File: config.mk
export PLATFORM = sky130hd
export DESIGN_NAME = mult_seq
export DESIGN_NICKNAME = d
export VERILOG_FILES = /design/src/rtl/mult_seq.sv
export SDC_FILE = /design/constraint.sdc
export NUM_CORES = 1
export LEC_CHECK = 0
export ABC_AREA = 1
export ABC_CLOCK_PERIOD_IN_PS = 3650
export CELL_PAD_IN_SITES_DETAIL_PLACEMENT = 0
export CELL_PAD_IN_SITES_GLOBAL_PLACEMENT = 2
export CORE_ASPECT_RATIO = 0.8
export CORE_MARGIN = 1
export CORE_UTILIZATION = 37
export CTS_BUF_LIST = sky130_fd_sc_hd__clkbuf_4
export DETAILED_ROUTE_END_ITERATION = 12
export PLACE_DENSITY = 0.88
export SLEW_MARGIN = 10
export SYNTH_ARGS = -nofsm -noshare
export SYNTH_HDL_FRONTEND = slang
export SYNTH_SLANG_ARGS = --single-unit
File: constraint.sdc
create_clock -name clk -period 3.65 [get_ports clk]
set_input_delay 0.73 -clock clk [delete_from_list [all_inputs] [get_ports clk]]
set_output_delay 0.73 -clock clk [all_outputs]
set_load 0.05 [all_outputs]
File: src/rtl/mult_seq.sv
// ---------------------------------------------------------------------------
// mult_seq
//
// This is an unsigned sequential multiplier that uses the shift-add method.
// It processes one bit of the multiplier per clock, so each multiply occupies
// N cycles in BUSY. After that it spends one cycle in DONE, where the 2N-bit
// product is presented on P_hi/P_lo. The product registers keep that value
// until the next multiply completes.
//
// Parameters
//   N      operand width in bits (default 16)
//
// Ports
//   clk    rising-edge clock for all state
//   rst_n  asynchronous active-low reset
//   start  request to begin a multiply; only honoured in IDLE
//   A      unsigned multiplicand, captured on the accepting edge
//   B      unsigned multiplier, captured on the accepting edge
//   busy   high while the shift-add iterations run
//   done   one-cycle pulse when P_hi/P_lo take a new product
//   P_hi   upper N bits of the product
//   P_lo   lower N bits of the product
// ---------------------------------------------------------------------------
module mult_seq #(
   parameter int N = 16
) (
   input  logic         clk,
   input  logic         rst_n,
   input  logic         start,
   input  logic [N-1:0] A,
   input  logic [N-1:0] B,
   output logic         busy,
   output logic         done,
   output logic [N-1:0] P_hi,
   output logic [N-1:0] P_lo
);

   // The counter can reach N without wrapping. Its last value in BUSY is N-1.
   localparam int CW = $clog2(N) + 1;
   localparam logic [CW-1:0] LAST = CW'(N - 1);

   typedef enum logic [1:0] {
      IDLE,
      BUSY,
      DONE
   } state_t;

   state_t          state;
   logic [N-1:0]    mcand;
   logic [N-1:0]    mplier;
   logic [2*N-1:0]  acc;
   logic [CW-1:0]   cnt;

   logic [N:0]      upperSum;
   logic [2*N-1:0]  accNext;

   // This block computes one shift-add step. When the multiplier LSB is set,
   // the multiplicand is added into the upper half of the accumulator. The
   // sum is one bit wider, so the carry is kept. The whole accumulator then
   // shifts right, and that carry becomes the new MSB. As a result, no
   // product bit is lost.
   always_comb begin
      upperSum = {1'b0, acc[2*N-1:N]} + (mplier[0] ? {1'b0, mcand} : {(N+1){1'b0}});
      accNext  = {upperSum, acc[N-1:1]};
   end

   // This is the control FSM and datapath. All outputs are registered here.
   // A start is only honoured in IDLE, so requests that arrive in BUSY or
   // DONE are dropped rather than queued. The product registers are written
   // only on the transition into DONE. For that reason they hold their value
   // through IDLE and through the whole of the following BUSY phase.
   always_ff @(posedge clk or negedge rst_n) begin
      if (!rst_n) begin
         state  <= IDLE;
         mcand  <= '0;
         mplier <= '0;
         acc    <= '0;
         cnt    <= '0;
         busy   <= 1'b0;
         done   <= 1'b0;
         P_hi   <= '0;
         P_lo   <= '0;
      end else begin
         case (state)
            IDLE: begin
               done <= 1'b0;
               if (start) begin
                  mcand  <= A;
                  mplier <= B;
                  acc    <= '0;
                  cnt    <= '0;
                  busy   <= 1'b1;
                  state  <= BUSY;
               end
            end

            BUSY: begin
               acc    <= accNext;
               mplier <= mplier >> 1;
               cnt    <= cnt + CW'(1);
               // The last iteration is done on the edge that leaves BUSY. A
               // zero multiplier still runs all N iterations.
               if (cnt == LAST) begin
                  busy  <= 1'b0;
                  done  <= 1'b1;
                  P_hi  <= accNext[2*N-1:N];
                  P_lo  <= accNext[N-1:0];
                  state <= DONE;
               end
            end

            DONE: begin
               done  <= 1'b0;
               state <= IDLE;
            end

            default: begin
               busy  <= 1'b0;
               done  <= 1'b0;
               state <= IDLE;
            end
         endcase
      end
   end

endmodule

Yosys cells after proc, flatten, opt, wreduce, memory -nomap -nowiden
Index checks and enable logic that the tools add are counted.
W data, S select, Z words.

word-level totals
  input bits = 35
  logic and storage cells = 39
  memory bits (writable) = 0
  flip-flop bits (word level) = 105
  memories = 0
  latch bits = 0
  bits in read-only memories = 0
  output and inout bits = 34

cells by class
  divide/modulo/power cells = 0
  mux-type cells = 15
  bitwise logic cells = 1
  shift-type cells = 0
  reductions and logical operators = 7
  order comparisons = 0
  eq/ne operators = 5
  multipliers = 0
  add/subtract/negate cells = 2

operator list
  kind                   number
  $pmux W32 S2           1
  $mux W16               2
  $mux W32               1
  $pmux W16 S2           1
  $add A16 B16 Y17       1
  $pmux W5 S2            1
  $reduce_and A2 Y1      4
  $add A5 B1 Y5 const B  1
  $eq A5 B4 Y1 const B   1
  $mux W5                1
  $mux W1                4
  $mux W2                2
  $ne A2 B2 Y1 const B   2
  $pmux W2 S2            1
  $pmux W1 S3            1
  $reduce_and A3 Y1      1
  $eq A2 B1 Y1 const B   1
  $eq A2 B2 Y1 const B   1
  $logic_not A2 Y1       1
  $reduce_bool A2 Y1     1
  $not A1 Y1             1

Depth between registers and ports, before layout
  depth in word-level cells = 3
  mapped depth = 15
  depth with buffers taken out = 13

Least setup slack after synthesis
Ideal clock, no wire load.

  path type = reg-to-reg
  start point = register mplier[0]
  end point = register acc[21]
  stages on the path, launching flop included = 14
  path buffers = 2
  required time = 3.532 ns
  setup slack = 1.484 ns
  period minus slack after synthesis = 2.166 ns
  library setup time = 0.118 ns
  arrival time = 2.048 ns
  cells stage by stage = dfrtp_1 > clkbuf_1 > clkbuf_1 > nand2_1 > inv_1 > ha_1 > fa_1 > nand2_1 > nand2_1 > nand3b_1 > nand2_1 > or2_2 > nand3_1 > nand2_1

between the ends
  word-level cells in the longest chain between the ends = 3

ends and longest elaborated chain
  item                    RTL line  RTL
  from (decl)             50        logic [N-1:0] mplier;
  from (signal assigned)  99        mplier <= mplier >> 1;
  $mux W16                63        upperSum = {1'b0, acc[2*N-1:N]} + (mplier[0] ? {1'b0, mcand} : {(N+1){1'b0}});
  $add A16 B16 Y17        63
  $pmux W32 S2            84        case (state)
  to (signal assigned)    98        acc <= accNext;
  to (decl)               51        logic [2*N-1:0] acc;

No other way between the ends.
A chain may end at the register's enable or synchronous reset.

Worst setup path after layout
  start point = register P_hi[9]
  end point = output port P_hi[9]

RTL lines
  item                    RTL line  RTL
  from (decl)             34        output logic [N-1:0] P_hi,
  from (signal assigned)  106       P_hi <= accNext[2*N-1:N];

No word-level cell between the ends.

==> impl_metrics.xml <==
<?xml version="1.0" encoding="UTF-8"?>
<metrics>
  <group name="placement">
    <metric name="dpl_worst_slack" unit="ns">1.25</metric>
    <metric name="detailed_place.area" unit="um2">5910</metric>
    <metric name="gpl.final_weighted_congestion" unit="">0.835</metric>
    <metric name="io_buffers" unit="">68</metric>
    <metric name="total_half_perimeter_wirelength_after_legalization_and_detailed_placement" unit="um">8180</metric>
  </group>
  <group name="grt">
    <metric name="first_global_vias" unit="">3815</metric>
    <metric name="grt_start_max_net_pins" unit="">77</metric>
    <metric name="groute.usage.overall" unit="%">17.4</metric>
    <metric name="number_of_antenna_violations_at_the_first_check_in_global_routing" unit="">0</metric>
    <metric name="globalRouteOverflowTotal" unit="">0</metric>
    <metric name="grt_first_pass_wirelength" unit="um">19200</metric>
  </group>
  <group name="worst_setup_path">
    <metric name="timing.critical_path.cells" unit="">clkdlybuf4s50_1</metric>
    <metric name="critical_path_cell_count" unit="">1</metric>
    <metric name="crit_path_max_incr_delay" unit="ns">0.81</metric>
    <metric name="cp_data_required_time" unit="ns">2.92</metric>
    <metric name="path_buf_inv" unit="">1</metric>
    <metric name="worst_path_dominant_cell_family" unit="">buffers and inverters</metric>
    <metric name="timing.rr.start" unit="">cnt[0]$_DFFE_PN0P_</metric>
    <metric name="timing.setup.critical_path_class" unit="">register to output port</metric>
    <metric name="critical_path_fanout_max" unit="">2</metric>
    <metric name="cp.arrival" unit="ns">1.69</metric>
    <metric name="worst_path_max_delay_cell" unit="">clkdlybuf4s50_1</metric>
    <metric name="setup.worst_path.start" unit="">P_hi[9]$_DFFE_PN0P_</metric>
    <metric name="worst_setup_path_start_kind" unit="">register</metric>
    <metric name="r2r_end" unit="">P_lo[1]$_DFFE_PN0P_</metric>
    <metric name="reg2regPathDepth" unit="">9</metric>
    <metric name="critPathCaptureType" unit="">output port</metric>
    <metric name="rrSetupSlack" unit="ns">1.29</metric>
    <metric name="critical_path.endpoint" unit="">P_hi[9]</metric>
  </group>
  <group name="clocking">
    <metric name="cts_tree" unit="">done</metric>
    <metric name="postCtsSetupBuffers" unit="">0</metric>
    <metric name="numCtsBuffers" unit="">9</metric>
    <metric name="post_cts_resize_count" unit="">0</metric>
    <metric name="hold_buffers" unit="">0</metric>
    <metric name="cts_root_buffer" unit="">clkbuf_4</metric>
    <metric name="clkLatencyLatePin" unit="ns">0.49</metric>
    <metric name="ctsLongestPathBuffers" unit="">2</metric>
    <metric name="clk_transition_reported_paths" unit="ns">0.17</metric>
    <metric name="cts.htree.levels" unit="">3</metric>
    <metric name="cts_num_sinks" unit="">104</metric>
  </group>
  <group name="worst_hold_path">
    <metric name="holdCritPathClass" unit="">input port to async pin</metric>
  </group>
  <group name="final_layout">
    <metric name="final_area" unit="um2">6070</metric>
    <metric name="num-nets-final" unit="">735</metric>
    <metric name="most_frequent_standard_cell_in_the_layout_excluding_fill_and_tap_cells" unit="">nand2_1</metric>
    <metric name="synthToLayoutAreaGrowth" unit="%">18.6</metric>
    <metric name="fillers" unit="">1368</metric>
    <metric name="layout-drive-gt1-share" unit="%">7.30</metric>
    <metric name="layout.cells.most_common_list" unit="">nand2_1 (226), dfrtp_1 (104), inv_1 (74), clkdlybuf4s50_1 (67), nor2_1 (44)</metric>
  </group>
  <group name="sta">
    <metric name="number_of_hold_violations_in_the_final_report" unit="">0</metric>
    <metric name="min_period" unit="ns">2.42</metric>
    <metric name="fin_ws" unit="ns">1.23</metric>
    <metric name="fin_hold_ws" unit="ns">0.342</metric>
    <metric name="timing_max_transition_violations_final" unit="">0</metric>
    <metric name="fin_skew" unit="ns">0.0271</metric>
    <metric name="setup-violations-final" unit="">0</metric>
    <metric name="worst_slew_pin_slew" unit="ns">0.967</metric>
    <metric name="final.period_utilization" unit="%">66.2</metric>
    <metric name="highest_clock_rate" unit="MHz">414</metric>
    <metric name="slew_headroom" unit="%">35.5</metric>
    <metric name="grt_setup_unrepaired" unit="">false</metric>
    <metric name="finalSetupTns" unit="ns">0</metric>
  </group>
  <group name="pwr">
    <metric name="seq_power_share" unit="%">33.1</metric>
    <metric name="proportion_of_total_power_due_to_net_switching" unit="%">47.8</metric>
    <metric name="net-switching-power" unit="uW">2810</metric>
    <metric name="power.combinational.fraction" unit="%">55.6</metric>
    <metric name="part_of_the_power_in_the_clock_network" unit="%">11.3</metric>
    <metric name="cell_internal_pwr" unit="uW">3080</metric>
    <metric name="power.static_leakage" unit="uW">0.00316</metric>
    <metric name="peakVddDrop" unit="mV">0.352</metric>
    <metric name="pwr_density_cell" unit="nW/um2">970</metric>
  </group>
  <group name="synth">
    <metric name="synth_top_family_by_area" unit="">simple AND/OR/NAND/NOR gates</metric>
    <metric name="synth-adder-area-share" unit="%">4.79</metric>
    <metric name="mapped_cells" unit="">619</metric>
    <metric name="synth.avg_cell_area" unit="um2">8.27</metric>
    <metric name="synthesis.nets" unit="">673</metric>
    <metric name="synth.yosys.seq_area_share" unit="%">50.8</metric>
    <metric name="netlist_area" unit="um2">5120</metric>
    <metric name="netlist-cell-type-count" unit="">30</metric>
    <metric name="register_bit_total_from_synthesis" unit="">104</metric>
    <metric name="synth-warning-count" unit="">0</metric>
    <metric name="synthXorXnorAreaFrac" unit="%">0.855</metric>
    <metric name="muxShareOfSynthArea" unit="%">0</metric>
    <metric name="synth_compound_area_share" unit="%">9.26</metric>
    <metric name="synth_simple_gate_area_share" unit="%">25.5</metric>
  </group>
  <group name="die">
    <metric name="core_region_area" unit="um2">13600</metric>
    <metric name="core.rowCount" unit="">38</metric>
    <metric name="initial_core_util" unit="%">37.8</metric>
    <metric name="die_area" unit="um2">14300</metric>
    <metric name="die_height" unit="um">107</metric>
    <metric name="floorplan.die.width" unit="um">134</metric>
    <metric name="io-pin-count" unit="">69</metric>
  </group>
  <group name="run_status">
    <metric name="status" unit="">complete, no violations</metric>
  </group>
  <group name="detailed_routing">
    <metric name="post_drt_wl_per_cell" unit="um">13.2</metric>
    <metric name="via_per_inst" unit="">4.64</metric>
    <metric name="final_antenna_net_count" unit="">0</metric>
    <metric name="detail_route.first_pass.iterations" unit="">4</metric>
    <metric name="drt_iter0_markers" unit="">180</metric>
    <metric name="via_count" unit="">4020</metric>
    <metric name="route.detailed.drc" unit="">0</metric>
    <metric name="routed_wirelength" unit="um">11400</metric>
  </group>
  <group name="flow_run">
    <metric name="cap_violations" unit="">0</metric>
  </group>
</metrics>
power groups by stage:
stage | clock, uW | sequential [uW] | combinational (uW)
after floorplan | 0 | 2410 | 1950
after global placement | 0 | 1960 | 3250
after detailed placement | 0 | 1970 | 3290
after CTS | 708 | 1950 | 3300
after global routing | 750 | 2010 | 3650
final | 667 | 1950 | 3270
worst reg2reg max path, delay by kind of cell, from the launching register on:
kind                       cells  cell delay, ns
buffers and inverters          2            0.88
DFF                            1            0.45
AOI/OAI and AO/OA              1            0.10
and+or+nand+nor                4            0.42
adders and majority gates      2            0.45
sequential cells by signal, indices dropped and copies added, names as in the netlist:
signal and cells:
acc 31, mplier 16, state 2, P_lo 16, cnt 5, done 1
mcand 16, busy 1, P_hi 16
worst min-delay path by stage:
stage | start | to | slack [ns] | cells after the start
floorplan | rst_n | P_hi[0]$_DFFE_PN0P_ | 0.43 | 0
global placement | P_hi[8]$_DFFE_PN0P_ | P_hi[8]$_DFFE_PN0P_ | 0.46 | 2
detailed placement | P_hi[7]$_DFFE_PN0P_ | P_hi[7]$_DFFE_PN0P_ | 0.47 | 2
CTS | rst_n | P_hi[9]$_DFFE_PN0P_ | 0.36 | 1
global route | rst_n | P_hi[9]$_DFFE_PN0P_ | 0.40 | 1
finish | rst_n | P_hi[8]$_DFFE_PN0P_ | 0.34 | 1
synthesized netlist by cell type, drive strengths merged:
cell,number,share of area (%)
a21oi,8,0.78
a22o,3,0.51
and2,1,0.12
buf,15,2.3
clkbuf,7,0.51
dfrtp,104,51
fa,1,0.39
ha,18,4.4
inv,80,5.9
nand2,226,17
nand3,30,3.0
nand3b,4,0.59
nand4,1,0.12
nor2,47,4.1
nor3,4,0.39
o21ai,28,4.1
o22ai,32,3.9
or2,5,0.61
xnor2,1,0.17
xor2,4,0.68
per-layer routing:
metal	vias up	part of all wire [%]	GRT usage, %
li1	2076	-	-
met1	1859	54	26.8
met2	75	40	23.7
met3	10	5.2	4.16
met4	0	1.2	5.11
met5	-	0	0
kinds of logic after synthesis:
logic type,after synthesis
xor gates and xnor gates,5
DFF,104
buffers and inverters,102
and+or+nand+nor,318
adders and majority gates,19
AOI/OAI and AO/OA,71
through the flow:
stage | std cells | util (%) | power, uW
4_1_cts | 865 | 44.8 | 5960
3_3_place_gp | 850 | 43.6 | 5210
3_5_place_dp | 850 | 43.6 | 5260
5_1_grt | 865 | 44.8 | 6410
6_report | 866 | 44.8 | 5890
2_1_floorplan | 619 | - | 4350
final cells by class:
cell class | instances | area [um2] | area share [%]
sequential | 104 | 2600 | 42.9
multi-input combinational | 413 | 2070 | 34.1
timing repair buffer | 73 | 716 | 11.8
inverter | 80 | 303 | 4.99
tap | 180 | 225 | 3.71
clock inverter | 5 | 81.3 | 1.34
clock buffer | 10 | 75.1 | 1.24
antenna | 1 | 2.50 | 0.0412
Power figures use the tool's default switching activity.
